## src/rtl/counter_sequencer.sv

```systemverilog
// counter_sequencer: command-driven 8-bit counter controller
// load / run / one-shot / stop / step with a clock prescaler
module counter_sequencer #(
  parameter int WIDTH      = 8,
  parameter int PRESCALE_W = 8
) (
  input  logic             clk,
  input  logic             rst_n,
  input  logic             ena,
  input  logic             cmd_valid,
  output logic             cmd_ready,
  input  logic [2:0]       cmd_op,
  input  logic [WIDTH-1:0] cmd_data,
  input  logic             abort,
  output logic [WIDTH-1:0] cnt,
  output logic [1:0]       state,
  output logic             match,
  output logic             busy
);

  typedef enum logic [1:0] {
    S_IDLE    = 2'd0,
    S_RUN     = 2'd1,
    S_ONESHOT = 2'd2,
    S_DONE    = 2'd3
  } state_t;

  typedef enum logic [2:0] {
    OP_NOP      = 3'd0,
    OP_LOAD     = 3'd1,
    OP_PRESCALE = 3'd2,
    OP_LIMIT    = 3'd3,
    OP_RUN      = 3'd4,
    OP_ONESHOT  = 3'd5,
    OP_STOP     = 3'd6,
    OP_STEP     = 3'd7
  } op_t;

  state_t                st;
  op_t                   op;
  logic [PRESCALE_W-1:0] prescale;
  logic [PRESCALE_W-1:0] divider;
  logic [WIDTH-1:0]      limit;
  logic [WIDTH-1:0]      cnt_inc;
  logic                  accept;
  logic                  owns;
  logic                  step_ok;
  logic                  tick;
  logic                  hit;
  logic                  in_run;
  logic                  in_os;

  assign state = st;

  // Handshake, prescaler tick and next-count decode from registered state
  always_comb begin
    op      = op_t'(cmd_op);
    in_run  = (st == S_RUN);
    in_os   = (st == S_ONESHOT);
    busy    = in_run | in_os;
    cmd_ready = ena & ~in_os;
    accept  = cmd_valid & cmd_ready;
    tick    = busy & (divider == prescale);
    cnt_inc = cnt + WIDTH'(1);
    hit     = (cnt_inc == limit);
    owns    = 1'b0;
    step_ok = 1'b0;
    if (accept) begin
      unique case (1'b1)
        op == OP_LOAD,
        op == OP_PRESCALE,
        op == OP_RUN,
        op == OP_ONESHOT,
        op == OP_STOP: owns = 1'b1;
        op == OP_STEP: step_ok = ~busy;
        default: ;
      endcase
    end
  end

  // Sequencer: freeze > abort > counter-owning command > tick/step
  always_ff @(posedge clk or negedge rst_n) begin
    if (!rst_n) begin
      st       <= S_IDLE;
      cnt      <= '0;
      prescale <= '0;
      limit    <= '1;
      divider  <= '0;
      match    <= 1'b0;
    end else if (!ena) begin
      match <= 1'b0;
    end else begin
      match <= 1'b0;
      if (in_os && abort) begin
        st <= S_IDLE;
      end else if (owns) begin
        unique case (op)
          OP_LOAD: begin
            cnt     <= cmd_data;
            divider <= '0;
          end
          OP_PRESCALE: begin
            prescale <= PRESCALE_W'(cmd_data);
            divider  <= '0;
          end
          OP_RUN: begin
            st      <= S_RUN;
            divider <= '0;
          end
          OP_ONESHOT: begin
            st      <= S_ONESHOT;
            divider <= '0;
          end
          OP_STOP: st <= S_IDLE;
          default: ;
        endcase
      end else begin
        if (accept && op == OP_LIMIT)
          limit <= cmd_data;
        if (step_ok) begin
          cnt   <= cnt_inc;
          match <= hit;
        end else if (busy) begin
          if (tick) begin
            divider <= '0;
            cnt     <= cnt_inc;
            match   <= hit;
            if (in_os && hit)
              st <= S_DONE;
          end else begin
            divider <= divider + PRESCALE_W'(1);
          end
        end
      end
    end
  end

endmodule

```

## config.mk

```make
export PLATFORM = sky130hd
export DESIGN_NAME = counter_sequencer
export DESIGN_NICKNAME = d
export VERILOG_FILES = /design/src/rtl/counter_sequencer.sv
export SDC_FILE = /design/constraint.sdc
export NUM_CORES = 1
export LEC_CHECK = 0
export ABC_AREA = 1
export ABC_CLOCK_PERIOD_IN_PS = 2000
export CAP_MARGIN = 20
export CORE_MARGIN = 5
export CORE_UTILIZATION = 45
export DETAILED_ROUTE_END_ITERATION = 7
export PLACE_DENSITY = 0.67
export RECOVER_POWER = 100
export REMOVE_ABC_BUFFERS = 1
export SLEW_MARGIN = 40
export SYNTH_ARGS = -nofsm -noshare
export SYNTH_HDL_FRONTEND = slang
export SYNTH_SLANG_ARGS = --single-unit
```

## constraint.sdc

```tcl
create_clock -name clk -period 2 [get_ports clk]
set_input_delay 0.2 -clock clk [delete_from_list [all_inputs] [get_ports clk]]
set_output_delay 0.2 -clock clk [all_outputs]
set_load 0.01 [all_outputs]
```

==> flow_summary.yaml, run 1 <==
timing:
  finalCritPeriodShare: 0.917
  grt_setup_unrepaired: "true"
  fin_worst_skew_ps: 6.65
  min_period_ps: 1830
  finalSetupViolations: 0
  hold_viol: 0
  slew_viol_final: 0
  worst_slack_ps: 165
  maxSlewHeadroom: 0.423
  clock.fmax_mhz: 545
  tightest_slew_ps: 865
critical_path:
  reg2reg_from: "state[0]"
  crit_arrival_ps: 2000
  worst-path-stages: 10
  cp.required_ps: 2170
  end_kind: "flop"
  cp_top_family: "compound AO/OA/AOI/OAI gates"
  r2r-end: "divider[7]"
  critical-path-slowest-cell: "dfrtp_1"
  path_cells: "inv_1 > ha_2 > nand2_1 > inv_1 > nor2_1 > inv_1 > a31oi_1 > nand2_4 > a21oi_1 > nor2_1"
  critPathMaxStageDelay_ps: 370
  ff2ff_path_depth: 10
  critPathMostFrequentCell: "inv_1"
  cp_max_fo: 7
  start_kind: "flop"
  r2r_slack_ps: 170
  worst-setup-path-type: "reg2reg"
  worst-path-buf-inv: 3
grt:
  grt_pass1_vias: 1908
  grt_start_max_net_pins: 36
  grt_pass1_wl_um: 8580
  grt_overflow: 0
  grtUsageTotal: 0.168
  antenna_found_initial: 0
drt:
  viasPerCell: 4.81
  dr.pass1.iters: 4
  drt-initial-drc-count: 99
  wire_per_inst_um: 12.1
  antenna_left: 0
  wl_um: 5070
  vias: 2021
  drc: 0
min_path:
  worstHoldStart: "cmd_data[3]"
  min_path_type: "in2reg"
  worstHoldPathCells: 3
  min_to: "limit[3]"
clock_network:
  clkSlewWorstSetupHoldPaths_ps: 70
  insertion_delay_ps: 280
  root_buffer: "clkbuf_8"
  cts_tree: "yes"
  htreeDepth: 2
  numCtsBuffers: 5
  clk_path_buf_depth: 2
  cts.sink_count: 35
placement:
  pre_cts_slack_ps: 39.1
  gp_congestion: 0.879
  hpwlAfterDp_um: 3850
  post_dp_cell_area_sq_mm: 0.00265
  port_buffers: 28
yosys:
  netlist_instances: 315
  yosys_warnings: 0
  ys_seq_area_frac: 0.391
  synth.top_cell.area_share: 0.298
  avgSynthCellArea_sq_um: 7.19
  synth_edf_count: 0
  synth_top_cells_by_area: "dfrtp_1, nand2_1, dfstp_2, inv_1, o21ai_0"
  synthArstFlopShare: 1.00
  yosys-top-cells-count: "nand2_1, inv_1, nor2_1"
  synthDistinctLibCells: 36
  syn_area_sq_mm: 0.00227
  ys_ff_latch: 35
  synth_flop_cell: "dfrtp_1"
  yosysMostFrequentCell: "nand2_1"
  synth_area_leader_cell: "dfrtp_1"
layout:
  multi_input_area_sq_mm: 0.00119
  drive_gt1_frac: 0.159
  syn_to_final_growth_pct: 21.8
  final_area_sq_mm: 0.00276
  num_antenna_cells: 0
  fill_cells: 469
  fin_util: 0.573
  fin_nets: 371
  regArea_sq_um: 887
die:
  core_sq_mm: 0.00482
  die_w_um: 81.0
  rows: 25
  initial_core_util: 0.470
  dieArea_sq_mm: 0.00655
  die_h_um: 81.0
  ios: 29
power_and_ir_drop:
  fin_total_pwr_uw: 3650
  p_leak_uw: 0.00135
  powerDensity_mw_per_mm2: 1320
  vdd_drop_max_v: 0.000704
run_status:
  status: "finished clean"
flow_run:
  cap_violations: 0
[cell type report]
type | instances | share of cell area
inverters | 46 | 0.0653
repair buffers | 36 | 0.123
clock inverters | 1 | 0.00181
flip-flops and latches | 35 | 0.322
well taps | 67 | 0.0304
multi-input cells | 228 | 0.430
clock buffers | 7 | 0.0277
[logic make-up (layout without fill, tap and decap cells)]
kind of cell,Yosys count,count (layout),synth area share
flip-flops,35,35,0.391
adder cells (fa/ha/maj),3,3,0.0166
AND/OR/NAND/NOR,169,169,0.349
AO/OA/AOI/OAI,48,48,0.116
buffers and inverters,52,90,0.0933
XOR/XNOR,8,8,0.0342
[tightest hold or removal path, cell delays in order]
cell and delay, ps:
clkdlybuf4s50_1 400, inv_1 80, o21ai_0 90
[through the flow]
step                      cells  hold slack (ps)  TNS [ps]
after floorplan             309            -95.6         0
after global placement      411              473         0
after detailed placement    411              485         0
after CTS                   419              335         0
after global routing        420              523    -0.197
final                       420              494         0
[metal layers]
metal | global-route usage | part of all wire | vias up
met5 | 0 | 0 | -
met1 | 0.222 | 0.49 | 907
met2 | 0.274 | 0.46 | 36
met3 | 0.0344 | 0.038 | 5
met4 | 0.0574 | 0.013 | 0
li1 | - | - | 1073
[flip-flops by register name (all words and copies together) (netlist names)]
signal    flops
state         2
divider       8
limit         8
cnt           8
prescale      8
match         1
[worst max path at each step]
stage          slack (ps)          to      start
3_3_place_gp           90  divider[7]   state[0]
5_1_grt              -0.2  divider[2]   state[0]
2_1_floorplan         120  divider[6]   state[0]
4_1_cts                 7        busy   state[0]
3_5_place_dp           40      cnt[6]  cmd_op[0]
6_report              170  divider[7]   state[0]
[timing repair]
item / in CTS / in global routing
resized for setup: 0 / 9
setup buffers: 0 / 1
setup endpoints to repair: 0 / 26
hold buffers: 0 / 0
hold endpoints to repair: 0 / 0
[cell usage in the layout, fill, tap and decap left out, types with 3 or more instances in the layout]
cell type / synthesis / final
nor2_1: 29 / 27
nand2_4: 3 / 4
nand3_1: 26 / 26
clkdlybuf4s50_1: 0 / 24
nor2_4: 2 / 3
nand2_2: 8 / 7
xnor2_1: 3 / 3
inv_2: 3 / 3
inv_1: 40 / 40
clkbuf_8: 0 / 5
xor2_1: 4 / 4
o21ai_0: 27 / 27
dfstp_2: 8 / 8
a21oi_1: 13 / 13
nand3_2: 5 / 5
buf_4: 0 / 7
nand2_1: 84 / 84
nor2_2: 4 / 5
dlygate4sd3_1: 0 / 3
dfrtp_1: 27 / 26
[where the power goes]
| part | internal (uW) | switching, uW |
|---|---|---|
| clock network | 244 | 251 |
| logic | 827 | 1020 |
| registers | 1020 | 283 |
Note: power is estimated with default switching activity, not from simulation.
==> inputs of run 2 (changes only) <==
--- a/config.mk
+++ b/config.mk
@@ -11,7 +11,7 @@
 export CORE_MARGIN = 5
 export CORE_UTILIZATION = 45
 export DETAILED_ROUTE_END_ITERATION = 7
-export PLACE_DENSITY = 0.67
+export PLACE_DENSITY_LB_ADDON = 0.25
 export RECOVER_POWER = 100
 export REMOVE_ABC_BUFFERS = 1
 export SLEW_MARGIN = 40
==> run 2 against run 1 <==
  * Design area up 0.27%
  * Cell count fell by 0.24%
  * Flip-flop and latch count did not move
  * Via count is 0.64% higher
  * Register-to-register slack hardly changed
  * Routed wire length up 1.7%
  * Global-route usage grew 0.52 points
  * Setup slack got worse by 3.8 ps
  * Worst hold slack got worse by 7.3 ps
  * First-iteration DRC count is 2.0% higher
  * Clock skew up 0.88 ps
  * Combinational power about the same
==> flow_summary.yaml, run 2 (synthesized netlist as in run 1, its figures left out) <==
power_and_ir_drop:
  p_leak_uw: 0.00133
  swShare: 0.430
  powerDensity_mw_per_mm2: 1310
  switchingPower_uw: 1550
  fin_total_pwr_uw: 3610
  combinationalPowerShare: 0.508
  pwr-share-seq: 0.359
  vdd_drop_max_v: 0.000631
  power.share.clock: 0.133
  internal_power_uw: 2060
grt:
  antenna_found_initial: 0
  gr-usage-met1: 0.219
  grtUsageTotal: 0.173
  use_met3: 0.0399
  use_met2: 0.291
  grt_pass1_vias: 1989
  grt_overflow: 0
  top_usage_layer: "met2"
  grt_start_max_net_pins: 36
  grt_pass1_wl_um: 8810
critical_path:
  critical-path-slowest-cell: "clkdlybuf4s50_1"
  cp.required_ps: 1800
  cp_max_fo: 4
  r2r_slack_ps: 170
  path_cells: "inv_1 > ha_2 > nor2_1 > clkdlybuf4s50_1"
  crit_arrival_ps: 1640
  r2r-end: "prescale[2]"
  start_kind: "flop"
  critPathMaxStageDelay_ps: 560
  ff2ff_path_depth: 12
  end_kind: "primary output"
  reg2reg_from: "state[0]"
  worst-setup-path-type: "reg2out"
timing:
  finalSetupViolations: 0
  finalCritPeriodShare: 0.919
  clock.fmax_mhz: 544
  maxSlewHeadroom: 0.402
  tightest_slew_ps: 897
  fin_worst_skew_ps: 7.53
  slew_viol_final: 0
  min_period_ps: 1840
  hold_viol: 0
drt:
  viasPerCell: 4.85
  dr.pass1.iters: 5
  antenna_left: 0
  vias: 2034
  wire_per_inst_um: 12.3
  drt-initial-drc-count: 101
  wl_um: 5150
  drc: 0
die:
  dieArea_sq_mm: 0.00655
  die_h_um: 81.0
  die_w_um: 81.0
  rows: 25
  initial_core_util: 0.470
  ios: 29
  core_sq_mm: 0.00482
clock_network:
  numCtsBuffers: 5
  clkSlewWorstSetupHoldPaths_ps: 60
  insertion_delay_ps: 290
  root_buffer: "clkbuf_8"
  clk_path_buf_depth: 2
  htreeDepth: 2
  post-cts-setup-buffer-count: 0
  cts_tree: "yes"
  cts.sink_count: 35
placement:
  port_buffers: 28
  post_dp_cell_area_sq_mm: 0.00266
  hpwlAfterDp_um: 3920
  gp_congestion: 0.904
  place_inst: 412
min_path:
  worstHoldStart: "prescale[5]"
  min_to: "prescale[5]"
  worstHoldPathCells: 2
  min_path_type: "reg2reg"
layout:
  multi_input_area_sq_mm: 0.00120
  final_area_sq_mm: 0.00277
  fill_cells: 501
  drive_gt1_frac: 0.159
  mostFrequentLayoutCells: "nand2_1, inv_1, nor2_1, o21ai_0, dfrtp_1"
  fin_nets: 371
  fin_util: 0.574
  num_antenna_cells: 0
  syn_to_final_growth_pct: 22.1
  fin_cells: 419
  regArea_sq_um: 886
  final_common_cell: "nand2_1"
run_status:
  status: "finished clean"
flow_run:
  cap_violations: 0
run 2: cell types whose count changed in the layout (fill, tap and decap cells not counted):
cell	change
clkdlybuf4s50_1	-9
dlygate4sd3_1	+9
a31oi_1	-1
a31oi_4	+1
clkdlybuf4s25_1	+1
dfrtp_1	+1
dfrtp_2	-1
dlymetal6s2s_1	-1
inv_4	-1
nand2_1	-1
nand2_2	+1
run 2: power by group through the flow:
stage	sequential, uW	clock, uW	combinational, uW
finish	1300	480	1840
global route	1350	535	2100
CTS	1300	507	1870
detailed placement	1310	0	1860
global placement	1300	0	1830
floorplan	1300	0	1230
run 2: through the flow:
stage	hold WS [ps]	setup slack, ps	setup TNS, ps
4_1_cts	337	8.44	0
5_1_grt	507	-17.1	-17.1
3_3_place_gp	470	86.0	0
2_1_floorplan	-95.6	124	0
6_report	487	162	0
3_5_place_dp	473	46.5	0
run 2: worst max-delay path by stage:
stage,start,end,slack (ps),cells past startpoint
final,state[0],cmd_ready,160,4
after global routing,state[0],divider[2],-20,14
after CTS,state[0],busy,8,5
after detailed placement,ena,cnt[5],50,11
after global placement,state[0],divider[2],90,10
after floorplan,state[0],divider[6],120,12
run 2: metal layers:
metal | wire length (um) | vias up | share of wire
li1 | - | 1067 | -
met4 | 76 | 0 | 0.015
met1 | 2460 | 912 | 0.48
met2 | 2360 | 48 | 0.46
met5 | 0 | - | 0
met3 | 257 | 7 | 0.050
run 2: cell type report:
type	count	share of cell area
Clock buffer	7	0.0276
Tap cell	67	0.0303
Timing Repair Buffer	36	0.122
Multi-Input combinational cell	228	0.435
Inverter	46	0.0647
Sequential cell	35	0.320
run 2: timing repair:
action / in CTS / in global routing
endpoints found under the setup margin: 0 / 27
resized for setup: 0 / 10
hold buffers: 0 / 0
run 2: worst max-delay path: cells and delay by family (launching register included):
family | cells | cell delay, ps
adder cells (fa/ha/maj) | 1 | 200
buffers and inverters | 2 | 610
flip-flops | 1 | 370
AND/OR/NAND/NOR | 1 | 170
==> inputs of run 3 (changes only) <==
--- a/config.mk
+++ b/config.mk
@@ -9,7 +9,7 @@
 export ABC_CLOCK_PERIOD_IN_PS = 2000
 export CAP_MARGIN = 20
 export CORE_MARGIN = 5
-export CORE_UTILIZATION = 45
+export CORE_UTILIZATION = 55
 export DETAILED_ROUTE_END_ITERATION = 7
 export PLACE_DENSITY_LB_ADDON = 0.25
 export RECOVER_POWER = 100
==> run 3 against run 2 <==
  * Flip-flop and latch count stayed put
  * Combinational power hardly changed
  * First-iteration DRC count is 17% lower
  * Cell count is 4.1% lower
==> flow_summary.yaml, run 3 (synthesized netlist as in run 1, its figures left out) <==
run_status:
  status: "finished clean"
drt:
  antenna_left: 0
  wl_met2_um: 2330
  wl_um: 4970
  viasPerCell: 5.10
  wire_per_inst_um: 12.4
  m1WireLength_um: 2260
  drt-initial-drc-count: 84
  drc: 0
  vias: 2050
  dr.pass1.iters: 4
  wl_met3_um: 294
  top_layer_used: "met4"
die:
  rows: 23
  dieArea_sq_mm: 0.00550
  initial_core_util: 0.566
  core_sq_mm: 0.00400
  ios: 29
  die_w_um: 74.2
  die_h_um: 74.2
timing:
  slew_viol_final: 0
  clock.fmax_mhz: 535
  min_period_ps: 1870
  finalCritPeriodShare: 0.935
  finalSetupViolations: 0
  finalSetupTns_ps: 0
  tightest_slew_ps: 858
  maxSlewHeadroom: 0.428
  grt_setup_unrepaired: "false"
  hold_viol: 0
  fin_worst_skew_ps: 8.75
power_and_ir_drop:
  powerDensity_mw_per_mm2: 1320
  p_leak_uw: 0.00133
  fin_total_pwr_uw: 3610
  vdd_drop_max_v: 0.000794
critical_path:
  crit_arrival_ps: 2040
  reg2reg_from: "state[0]"
  ff2ff_path_depth: 12
  critPathMaxStageDelay_ps: 400
  end_kind: "flop"
  startpoint: "state[0]"
  worst-setup-path-type: "reg2reg"
  cp_max_fo: 10
  cp.required_ps: 2170
  path_cells: "inv_1 > ha_2 > inv_1 > nand2_1 > nor2_4 > nand2_2 > nand2_4 > inv_4 > clkbuf_2 > nand3_1 > a21oi_1 > a21oi_1"
  r2r-end: "cnt[6]"
  start_kind: "flop"
  critical-path-slowest-cell: "dfrtp_1"
  r2r_slack_ps: 130
grt:
  grt_start_max_net_pins: 36
  grt_pass1_wl_um: 8360
  antenna_found_initial: 0
  grt_pass1_vias: 1923
  grtUsageTotal: 0.197
  grt_overflow: 0
placement:
  port_buffers: 28
  gp_congestion: 0.951
  post_dp_cell_area_sq_mm: 0.00263
  hpwlAfterDp_um: 3770
layout:
  final_common_cell: "nand2_1"
  mostFrequentLayoutCells: "nand2_1, inv_1, nor2_1, o21ai_0"
  final_area_sq_mm: 0.00274
  drive_gt1_frac: 0.159
  fill_cells: 350
  syn_to_final_growth_pct: 20.7
  num_antenna_cells: 0
  fin_nets: 370
clock_network:
  insertion_delay_ps: 290
  htreeDepth: 2
  cts_tree: "yes"
  clkSlewWorstSetupHoldPaths_ps: 70
  hold_buffers: 0
  cts.sink_count: 35
  numCtsBuffers: 5
  clk_path_buf_depth: 2
  root_buffer: "clkbuf_8"
min_path:
  worstHoldPathCells: 2
  min_to: "prescale[3]"
  worstHoldStart: "prescale[3]"
  min_path_type: "reg2reg"
flow_run:
  cap_violations: 0
==> run 3: worst max path at each step <==
stage          slack, ps          to  cells after the start
2_1_floorplan        120  divider[6]                     12
5_1_grt               20      cnt[6]                     12
4_1_cts                2        busy                      5
3_5_place_dp          80  divider[6]                     12
3_3_place_gp          80  divider[2]                     10
6_report             130      cnt[6]                     12
==> run 3: per-layer routing <==
| metal | track usage | up-vias |
|---|---|---|
| li1 | - | 1064 |
| met1 | 0.253 | 928 |
| met2 | 0.324 | 47 |
| met3 | 0.0527 | 11 |
| met4 | 0.0664 | 0 |
| met5 | 0 | - |
==> run 3: what timing repair did <==
action,CTS,global route
setup buffers,0,0
setup endpoints to repair,0,15
resized for setup,0,10
==> run 3: area by class of cell <==
| class | count | area [sq um] | area share |
|---|---|---|---|
| multi-input combinational | 228 | 1200 | 0.439 |
| sequential | 35 | 887 | 0.324 |
| timing repair buffer | 35 | 325 | 0.119 |
| inverter | 46 | 178 | 0.0650 |
| clock buffer | 7 | 76.3 | 0.0279 |
| tap | 50 | 62.6 | 0.0229 |
| clock inverter | 1 | 5.00 | 0.00183 |
==> run 3: worst max-delay path, delay by kind of cell, from the launching register on <==
family                     cells  cell delay [ps]
AOI/OAI and AO/OA              2              210
adders and majority gates      1              210
buffers and inverters          4              470
DFF                            1              400
and+or+nand+nor                5              460
==> run 3: through the flow <==
step,hold slack [ps],utilization,setup slack (ps),std cells
after floorplan,-95.6,-,124,309
after global placement,470,0.657,76.3,394
after detailed placement,477,0.657,79.4,394
after CTS,334,0.677,1.52,402
after global routing,518,0.684,17.2,402
final,488,0.684,130,402
==> run 3: power by group <==
part	internal, uW	switching (uW)
registers	1020	282
clock network	244	245
logic	786	1020
